<file path="config.mk">
export PLATFORM = sky130hd
export DESIGN_NAME = uart_tx_fifo
export DESIGN_NICKNAME = d
export VERILOG_FILES = /design/src/rtl/uart_tx_fifo.sv
export SDC_FILE = /design/constraint.sdc
export NUM_CORES = 1
export LEC_CHECK = 0
export BUFFER_PORTS_ARGS = -buffer_cell sky130_fd_sc_hd__buf_4
export CORE_UTILIZATION = 57
export CTS_BUF_LIST = sky130_fd_sc_hd__clkbuf_4 sky130_fd_sc_hd__clkbuf_8
export CTS_CLUSTER_DIAMETER = 30
export DETAILED_ROUTE_END_ITERATION = 12
export GPL_ROUTABILITY_DRIVEN = 0
export PLACE_DENSITY = 0.81
export SLEW_MARGIN = 0
export SYNTH_ARGS = -nofsm -noshare
export SYNTH_HDL_FRONTEND = slang
export SYNTH_SLANG_ARGS = --single-unit
</file>
<file path="constraint.sdc">
create_clock -name CLK -period 2.7 [get_ports CLK]
set_input_delay 0.135 -clock CLK [delete_from_list [all_inputs] [get_ports CLK]]
set_output_delay 0.135 -clock CLK [all_outputs]
set_load 0.01 [all_outputs]
</file>
<file path="src/rtl/uart_tx_fifo.sv">
// -----------------------------------------------------------------------------
// uart_tx_fifo
//
// This is a buffered serial transmitter. The CPU bus writes words into a
// circular FIFO. A framing FSM pops the FIFO head and sends it on uart_tx as
// one frame:
//
//   start (0) | DATA_BITS data, LSB first | optional parity | STOP_BITS stop (1)
//
// Every bit lasts CLKS_PER_BIT cycles. When a frame ends and the FIFO still
// holds data, the next start bit follows straight away, so there is no idle
// gap between frames.
//
// Parameters
//   CLKS_PER_BIT  clock cycles per serial bit (>= 2)
//   FIFO_DEPTH    FIFO entries (power of 2, >= 2)
//   DATA_BITS     data bits per frame (5..8)
//   PARITY        0 = none, 1 = odd, 2 = even
//   STOP_BITS     stop bits per frame (1 or 2)
//
// Ports
//   CLK         system clock
//   RST         asynchronous reset, active high
//   wr_en       single-cycle write strobe
//   wr_data     write word; only bits [DATA_BITS-1:0] are kept
//   ovf_clr     clears the sticky overflow flag
//   uart_tx     serial line, idle high (registered)
//   fifo_level  number of FIFO entries (registered)
//   fifo_full   fifo_level == FIFO_DEPTH (registered)
//   fifo_empty  fifo_level == 0 (registered)
//   busy        framing FSM is not idle (registered)
//   overflow    sticky; set when a write is dropped (registered)
//
// FSM states
//   state    | meaning
//   ---------+---------------------------------------------------------------
//   S_IDLE   | line high, waiting for a FIFO entry
//   S_START  | start bit (0) for one bit time
//   S_DATA   | shifting data bits out, LSB first
//   S_PARITY | parity bit for one bit time (only when PARITY != 0)
//   S_STOP   | stop bit(s) (1); pops the next entry back-to-back if present
// -----------------------------------------------------------------------------
module uart_tx_fifo #(
    parameter int CLKS_PER_BIT = 4,
    parameter int FIFO_DEPTH   = 8,
    parameter int DATA_BITS    = 8,
    parameter int PARITY       = 0,
    parameter int STOP_BITS    = 1
) (
    input  logic                          CLK,
    input  logic                          RST,
    input  logic                          wr_en,
    input  logic [7:0]                    wr_data,
    input  logic                          ovf_clr,
    output logic                          uart_tx,
    output logic [$clog2(FIFO_DEPTH):0]   fifo_level,
    output logic                          fifo_full,
    output logic                          fifo_empty,
    output logic                          busy,
    output logic                          overflow
);

    localparam int PW = $clog2(FIFO_DEPTH);
    localparam int LW = PW + 1;
    localparam int BW = (CLKS_PER_BIT > 2) ? $clog2(CLKS_PER_BIT) : 1;
    localparam int CW = 3;

    localparam logic [BW-1:0] BAUD_LOAD = BW'(CLKS_PER_BIT - 1);
    localparam logic [CW-1:0] DATA_LAST = CW'(DATA_BITS - 1);
    localparam logic [CW-1:0] STOP_LAST = CW'(STOP_BITS - 1);

    typedef enum logic [2:0] {
        S_IDLE   = 3'd0,
        S_START  = 3'd1,
        S_DATA   = 3'd2,
        S_PARITY = 3'd3,
        S_STOP   = 3'd4
    } state_t;

    state_t state, state_next;

    // FIFO storage and control
    logic [DATA_BITS-1:0] mem [FIFO_DEPTH];
    logic [PW-1:0]        wr_ptr;
    logic [PW-1:0]        rd_ptr;
    logic [LW-1:0]        level_next;
    logic [DATA_BITS-1:0] fifo_head;
    logic                 pop;
    logic                 wr_accept;

    // framing datapath
    logic [BW-1:0]        baud_cnt;
    logic                 baud_tc;
    logic [CW-1:0]        bit_cnt;
    logic [DATA_BITS-1:0] sh_r;
    logic                 par_r;
    logic                 tx_next;
    logic                 busy_next;

    // Upper wr_data bits are architecturally ignored when DATA_BITS < 8.
    logic unused_wr_bits;
    assign unused_wr_bits = ^wr_data;

    // -------------------------------------------------------------------------
    // FIFO
    // -------------------------------------------------------------------------
    assign fifo_head = mem[rd_ptr];

    // A write at full is still taken when the FSM pops in the same cycle.
    assign wr_accept = wr_en && (!fifo_full || pop);

    always_comb begin
        level_next = fifo_level;
        case ({wr_accept, pop})
            2'b10:   level_next = fifo_level + LW'(1);
            2'b01:   level_next = fifo_level - LW'(1);
            default: level_next = fifo_level;
        endcase
    end

    always_ff @(posedge CLK or posedge RST) begin
        if (RST) begin
            wr_ptr     <= '0;
            rd_ptr     <= '0;
            fifo_level <= '0;
            fifo_empty <= 1'b1;
            fifo_full  <= 1'b0;
            overflow   <= 1'b0;
        end else begin
            if (wr_accept) begin
                wr_ptr <= wr_ptr + PW'(1);
            end
            if (pop) begin
                rd_ptr <= rd_ptr + PW'(1);
            end
            fifo_level <= level_next;
            fifo_empty <= (level_next == '0);
            fifo_full  <= (level_next == LW'(FIFO_DEPTH));
            // A drop wins over a clear in the same cycle.
            if (wr_en && !wr_accept) begin
                overflow <= 1'b1;
            end else if (ovf_clr) begin
                overflow <= 1'b0;
            end
        end
    end

    // Storage is not reset; entries only become visible through the level.
    always_ff @(posedge CLK) begin
        if (wr_accept) begin
            mem[wr_ptr] <= wr_data[DATA_BITS-1:0];
        end
    end

    // -------------------------------------------------------------------------
    // Framing FSM: state register
    // -------------------------------------------------------------------------
    always_ff @(posedge CLK or posedge RST) begin
        if (RST) begin
            state <= S_IDLE;
        end else begin
            state <= state_next;
        end
    end

    assign baud_tc = (baud_cnt == '0);

    // -------------------------------------------------------------------------
    // Framing FSM: next state and pop request
    // -------------------------------------------------------------------------
    always_comb begin
        state_next = state;
        pop        = 1'b0;
        case (state)
            S_IDLE: begin
                if (!fifo_empty) begin
                    pop        = 1'b1;
                    state_next = S_START;
                end
            end
            S_START: begin
                if (baud_tc) begin
                    state_next = S_DATA;
                end
            end
            S_DATA: begin
                if (baud_tc && bit_cnt == '0) begin
                    state_next = (PARITY != 0) ? S_PARITY : S_STOP;
                end
            end
            S_PARITY: begin
                if (baud_tc) begin
                    state_next = S_STOP;
                end
            end
            S_STOP: begin
                if (baud_tc && bit_cnt == '0) begin
                    if (!fifo_empty) begin
                        pop        = 1'b1;
                        state_next = S_START;
                    end else begin
                        state_next = S_IDLE;
                    end
                end
            end
            default: begin
                state_next = S_IDLE;
            end
        endcase
    end

    // -------------------------------------------------------------------------
    // Framing FSM: output values for the next cycle
    // -------------------------------------------------------------------------
    always_comb begin
        tx_next   = uart_tx;
        busy_next = (state_next != S_IDLE);
        case (state)
            S_IDLE: begin
                tx_next = !pop;
            end
            S_START: begin
                if (baud_tc) begin
                    tx_next = sh_r[0];
                end
            end
            S_DATA: begin
                if (baud_tc) begin
                    if (bit_cnt != '0) begin
                        // sh_r shifts on this edge, so bit 1 becomes the next LSB
                        tx_next = sh_r[1];
                    end else begin
                        tx_next = (PARITY != 0) ? par_r : 1'b1;
                    end
                end
            end
            S_PARITY: begin
                if (baud_tc) begin
                    tx_next = 1'b1;
                end
            end
            S_STOP: begin
                if (baud_tc && bit_cnt == '0) begin
                    tx_next = !pop;
                end
            end
            default: begin
                tx_next = 1'b1;
            end
        endcase
    end

    always_ff @(posedge CLK or posedge RST) begin
        if (RST) begin
            uart_tx <= 1'b1;
            busy    <= 1'b0;
        end else begin
            uart_tx <= tx_next;
            busy    <= busy_next;
        end
    end

    // -------------------------------------------------------------------------
    // Baud timer, bit counter, shift register, parity
    // -------------------------------------------------------------------------
    always_ff @(posedge CLK or posedge RST) begin
        if (RST) begin
            baud_cnt <= '0;
            bit_cnt  <= '0;
            sh_r     <= '0;
            par_r    <= 1'b0;
        end else begin
            if (state == S_IDLE) begin
                if (pop) begin
                    baud_cnt <= BAUD_LOAD;
                end
            end else if (baud_tc) begin
                baud_cnt <= BAUD_LOAD;
            end else begin
                baud_cnt <= baud_cnt - BW'(1);
            end

            // bit_cnt counts remaining data bits, then remaining stop bits
            case (state)
                S_START: begin
                    if (baud_tc) begin
                        bit_cnt <= DATA_LAST;
                    end
                end
                S_DATA: begin
                    if (baud_tc) begin
                        bit_cnt <= (bit_cnt != '0) ? bit_cnt - CW'(1) : STOP_LAST;
                    end
                end
                S_PARITY: begin
                    if (baud_tc) begin
                        bit_cnt <= STOP_LAST;
                    end
                end
                S_STOP: begin
                    if (baud_tc && bit_cnt != '0) begin
                        bit_cnt <= bit_cnt - CW'(1);
                    end
                end
                default: begin
                    bit_cnt <= bit_cnt;
                end
            endcase

            if (pop) begin
                sh_r  <= fifo_head;
                par_r <= (PARITY == 1) ? ~(^fifo_head) : (^fifo_head);
            end else if (state == S_DATA && baud_tc && bit_cnt != '0) begin
                sh_r <= sh_r >> 1;
            end
        end
    end

endmodule

</file>
==> flow_metrics.env <==
export IMPL_synth_edf_count=64
export IMPL_fin_ws_ns=0.0187
export IMPL_utilization_pct=70.2
export IMPL_critPathRequiredTime_ns=2.98
export IMPL_antenna_found_initial=0
export IMPL_synth_simple_area_share_pct=9.84
export IMPL_rsz0062_at_grt="yes"
export IMPL_synthMuxAreaShare_pct=9.18
export IMPL_hold_path_depth=1
export IMPL_cts_buffers=9
export IMPL_portBuffers=20
export IMPL_antenna_left=0
export IMPL_synth_main_ff_cell="edfxtp_1"
export IMPL_numClockSinks=95
export IMPL_synth_compound_area_share_pct=8.34
export IMPL_clk_pin_slew_ns=0.10
export IMPL_min_period_ns=2.68
export IMPL_htreeDepth=3
export IMPL_die_y_microns=87.7
export IMPL_setup_worst_path_start="bit_cnt[0]"
export IMPL_placed_area_sq_um=4570
export IMPL_grt_use_met3_pct=4.81
export IMPL_grt_use_met1_pct=31.2
export IMPL_min_path_type="input pin to flip-flop"
export IMPL_outcome="finished clean"
export IMPL_final_max_slew_viol_count=0
export IMPL_leakage_nw=1.90
export IMPL_ys_seq_area_share_pct=64.5
export IMPL_die_w_microns=87.7
export IMPL_drv_cap=0
export IMPL_cts_tree="yes"
export IMPL_nNetsFinal=376
export IMPL_final_common_cell="edfxtp_1"
export IMPL_arrival_ns=2.96
export IMPL_syn_area_sq_um=4190
export IMPL_fp_coreArea_sq_um=6940
export IMPL_ys_ff_latch=95
export IMPL_async_flop_share_pct=32.6
export IMPL_first_pass_iters=5
export IMPL_rr_startpoint="bit_cnt[0]"
export IMPL_syn_avg_cell_area_sq_um=13.6
export IMPL_hold_viol=0
export IMPL_slew_headroom_pct=46.3
export IMPL_netlist_instances=307
export IMPL_yosys_warnings=0
export IMPL_gr_max_usage_layer="met2"
export IMPL_clock_latency_ns=0.36
export IMPL_ios=21
export IMPL_endpoint_kind="flip-flop"
export IMPL_worst_path_max_fanout=5
export IMPL_row_count=30
export IMPL_syn_nets=328
export IMPL_overflow=0
export IMPL_global_route_usage_met2_pct=38.4
export IMPL_via_per_inst=5.89
export IMPL_initial_core_util_pct=60.3
export IMPL_finalSetupTns_ns=0
export IMPL_critPathKind="flip-flop to flip-flop"
export IMPL_r2r_slack_ns=0.02
export IMPL_cts_root_buf="clkbuf_8"
export IMPL_critPathCapture="fifo_empty"
export IMPL_area_growth_pct=16.5
export IMPL_power_total_mw=5.37
export IMPL_most_common_layout_cells="edfxtp_1 (64), buf_4 (42), mux2i_1 (29), dfrtp_1 (29), nor2_1 (19)"
export IMPL_worst_hold_slack_ns=0.0108
export IMPL_grtUsageTotal_pct=24.0
export IMPL_dpl_cell_count=431
export IMPL_drt_iter0_markers=237
export IMPL_n_antenna_cell=0
export IMPL_num_fill_cells=463
export IMPL_worstMarginPinSlew_ns=0.804
export IMPL_r2r_end="fifo_empty"
export IMPL_vdd_drop_max_mv=0.515
export IMPL_fmax_mhz=373
export IMPL_synth_top_family_by_area="simple AND/OR/NAND/NOR gates"
export IMPL_post_cts_setup_buffers=0
export IMPL_final_instance_count_excl_fill=456
export IMPL_dp_hpwl_mm=5.37
export IMPL_finalSetupViolCount=0
export IMPL_wl_per_cell_microns=18.2
export IMPL_hold_start="wr_data[3]"
export IMPL_rr_worst_depth=12
export IMPL_die_area_sq_um=7690
export IMPL_grt_pass1_wl_mm=13.2
export IMPL_finalCritPeriodShare_pct=99.3
export IMPL_post_place_ws_ns=-0.0532
export IMPL_start_kind="flip-flop"
export IMPL_power_density_nw_per_um2=1100
export IMPL_final_area_sq_um=4870
export IMPL_ys_types=50
export IMPL_grt_pass1_vias=2680
export IMPL_cts_buffer_depth=2
export IMPL_grt_start_max_net_pins=32
export IMPL_vias=2687
export IMPL_drive_gt1_share_pct=22.5
export IMPL_synth_xor_area_share_pct=1.67
export IMPL_drc_errors=0
export IMPL_skew_ns=0.00955
export IMPL_synth_adder_area_share_pct=2.69
export IMPL_routed_wl_mm=8.30
-- worst min path at each step --
stage	endpoint	slack, ns
final	mem[3][3]	0.01
after global routing	mem[1][3]	0.01
after CTS	mem[2][3]	0.0004
after detailed placement	busy	0.27
after global placement	busy	0.24
after floorplan	overflow	0.23
-- critical path, stage by stage, from the launching register on --
cell,delay (ns)
dfrtp_1,0.35
inv_2,0.05
ha_4,0.16
ha_4,0.16
a21boi_4,0.17
nand2b_4,0.16
inv_2,0.05
ha_4,0.18
xor2_1,0.17
ha_1,0.30
mux2_4,0.28
a2111o_1,0.33
a211oi_2,0.22
-- state kept, by name, summed over array words and instances, names as in the netlist --
name and count:
uart_tx 1, fifo_level 4, wr_ptr 3, baud_cnt 2, busy 1, overflow 1
fifo_full 1, sh_r 8, state 3, bit_cnt 3, mem 64, fifo_empty 1
rd_ptr 3
-- final cells by class --
type / count / area (sq um) / share of cell area (%)
flip-flops and latches: 95 / 2700 / 55.4
multi-input cells: 184 / 1400 / 28.6
repair buffers: 51 / 405 / 8.32
clock buffers: 9 / 124 / 2.54
well taps: 96 / 120 / 2.46
clock inverters: 7 / 77.6 / 1.59
inverters: 14 / 52.6 / 1.08
-- Yosys cell counts (all sizes together) (9+ instances only) --
library cell | number | area (sq um)
inv | 14 | 52.6
a21oi | 9 | 48.8
a22oi | 15 | 113
edfxtp | 64 | 1920
nor2 | 19 | 71.3
o21ai | 10 | 53.8
mux2i | 29 | 290
dfrtp | 29 | 726
nand3 | 12 | 60.1
nand2 | 17 | 66.3
ha | 9 | 113
a31oi | 10 | 62.6
buf | 12 | 97.6
-- report_power, final --
part	leakage (nW)	total [mW]	switching [mW]	internal, mW
combinational	0.852	2.19	1.21	0.988
clock	0.106	0.958	0.519	0.440
sequential	0.940	2.22	0.272	1.95
-- metal layers --
| layer | part of all wire [%] | routed length [microns] |
|---|---|---|
| met1 | 41 | 3430 |
| met2 | 49 | 4070 |
| met3 | 6.4 | 530 |
| met4 | 3.2 | 269 |
| met5 | 0 | 0 |
-- logic make-up after synthesis --
| group | count (synthesis) |
|---|---|
| compound gates | 52 |
| xor+xnor | 8 |
| fa+ha+maj | 9 |
| buf+inv | 28 |
| flops | 95 |
| mux | 35 |
| simple gates | 80 |
-- repair_timing --
action | in CTS | in global routing
endpoints found under the hold margin | 84 | 0
hold buffers | 9 | 0
gates resized for setup | 1 | 3
pin swaps | 3 | 0
endpoints found under the setup margin | 1 | 3
Note: power is estimated with default switching activity, not from simulation.
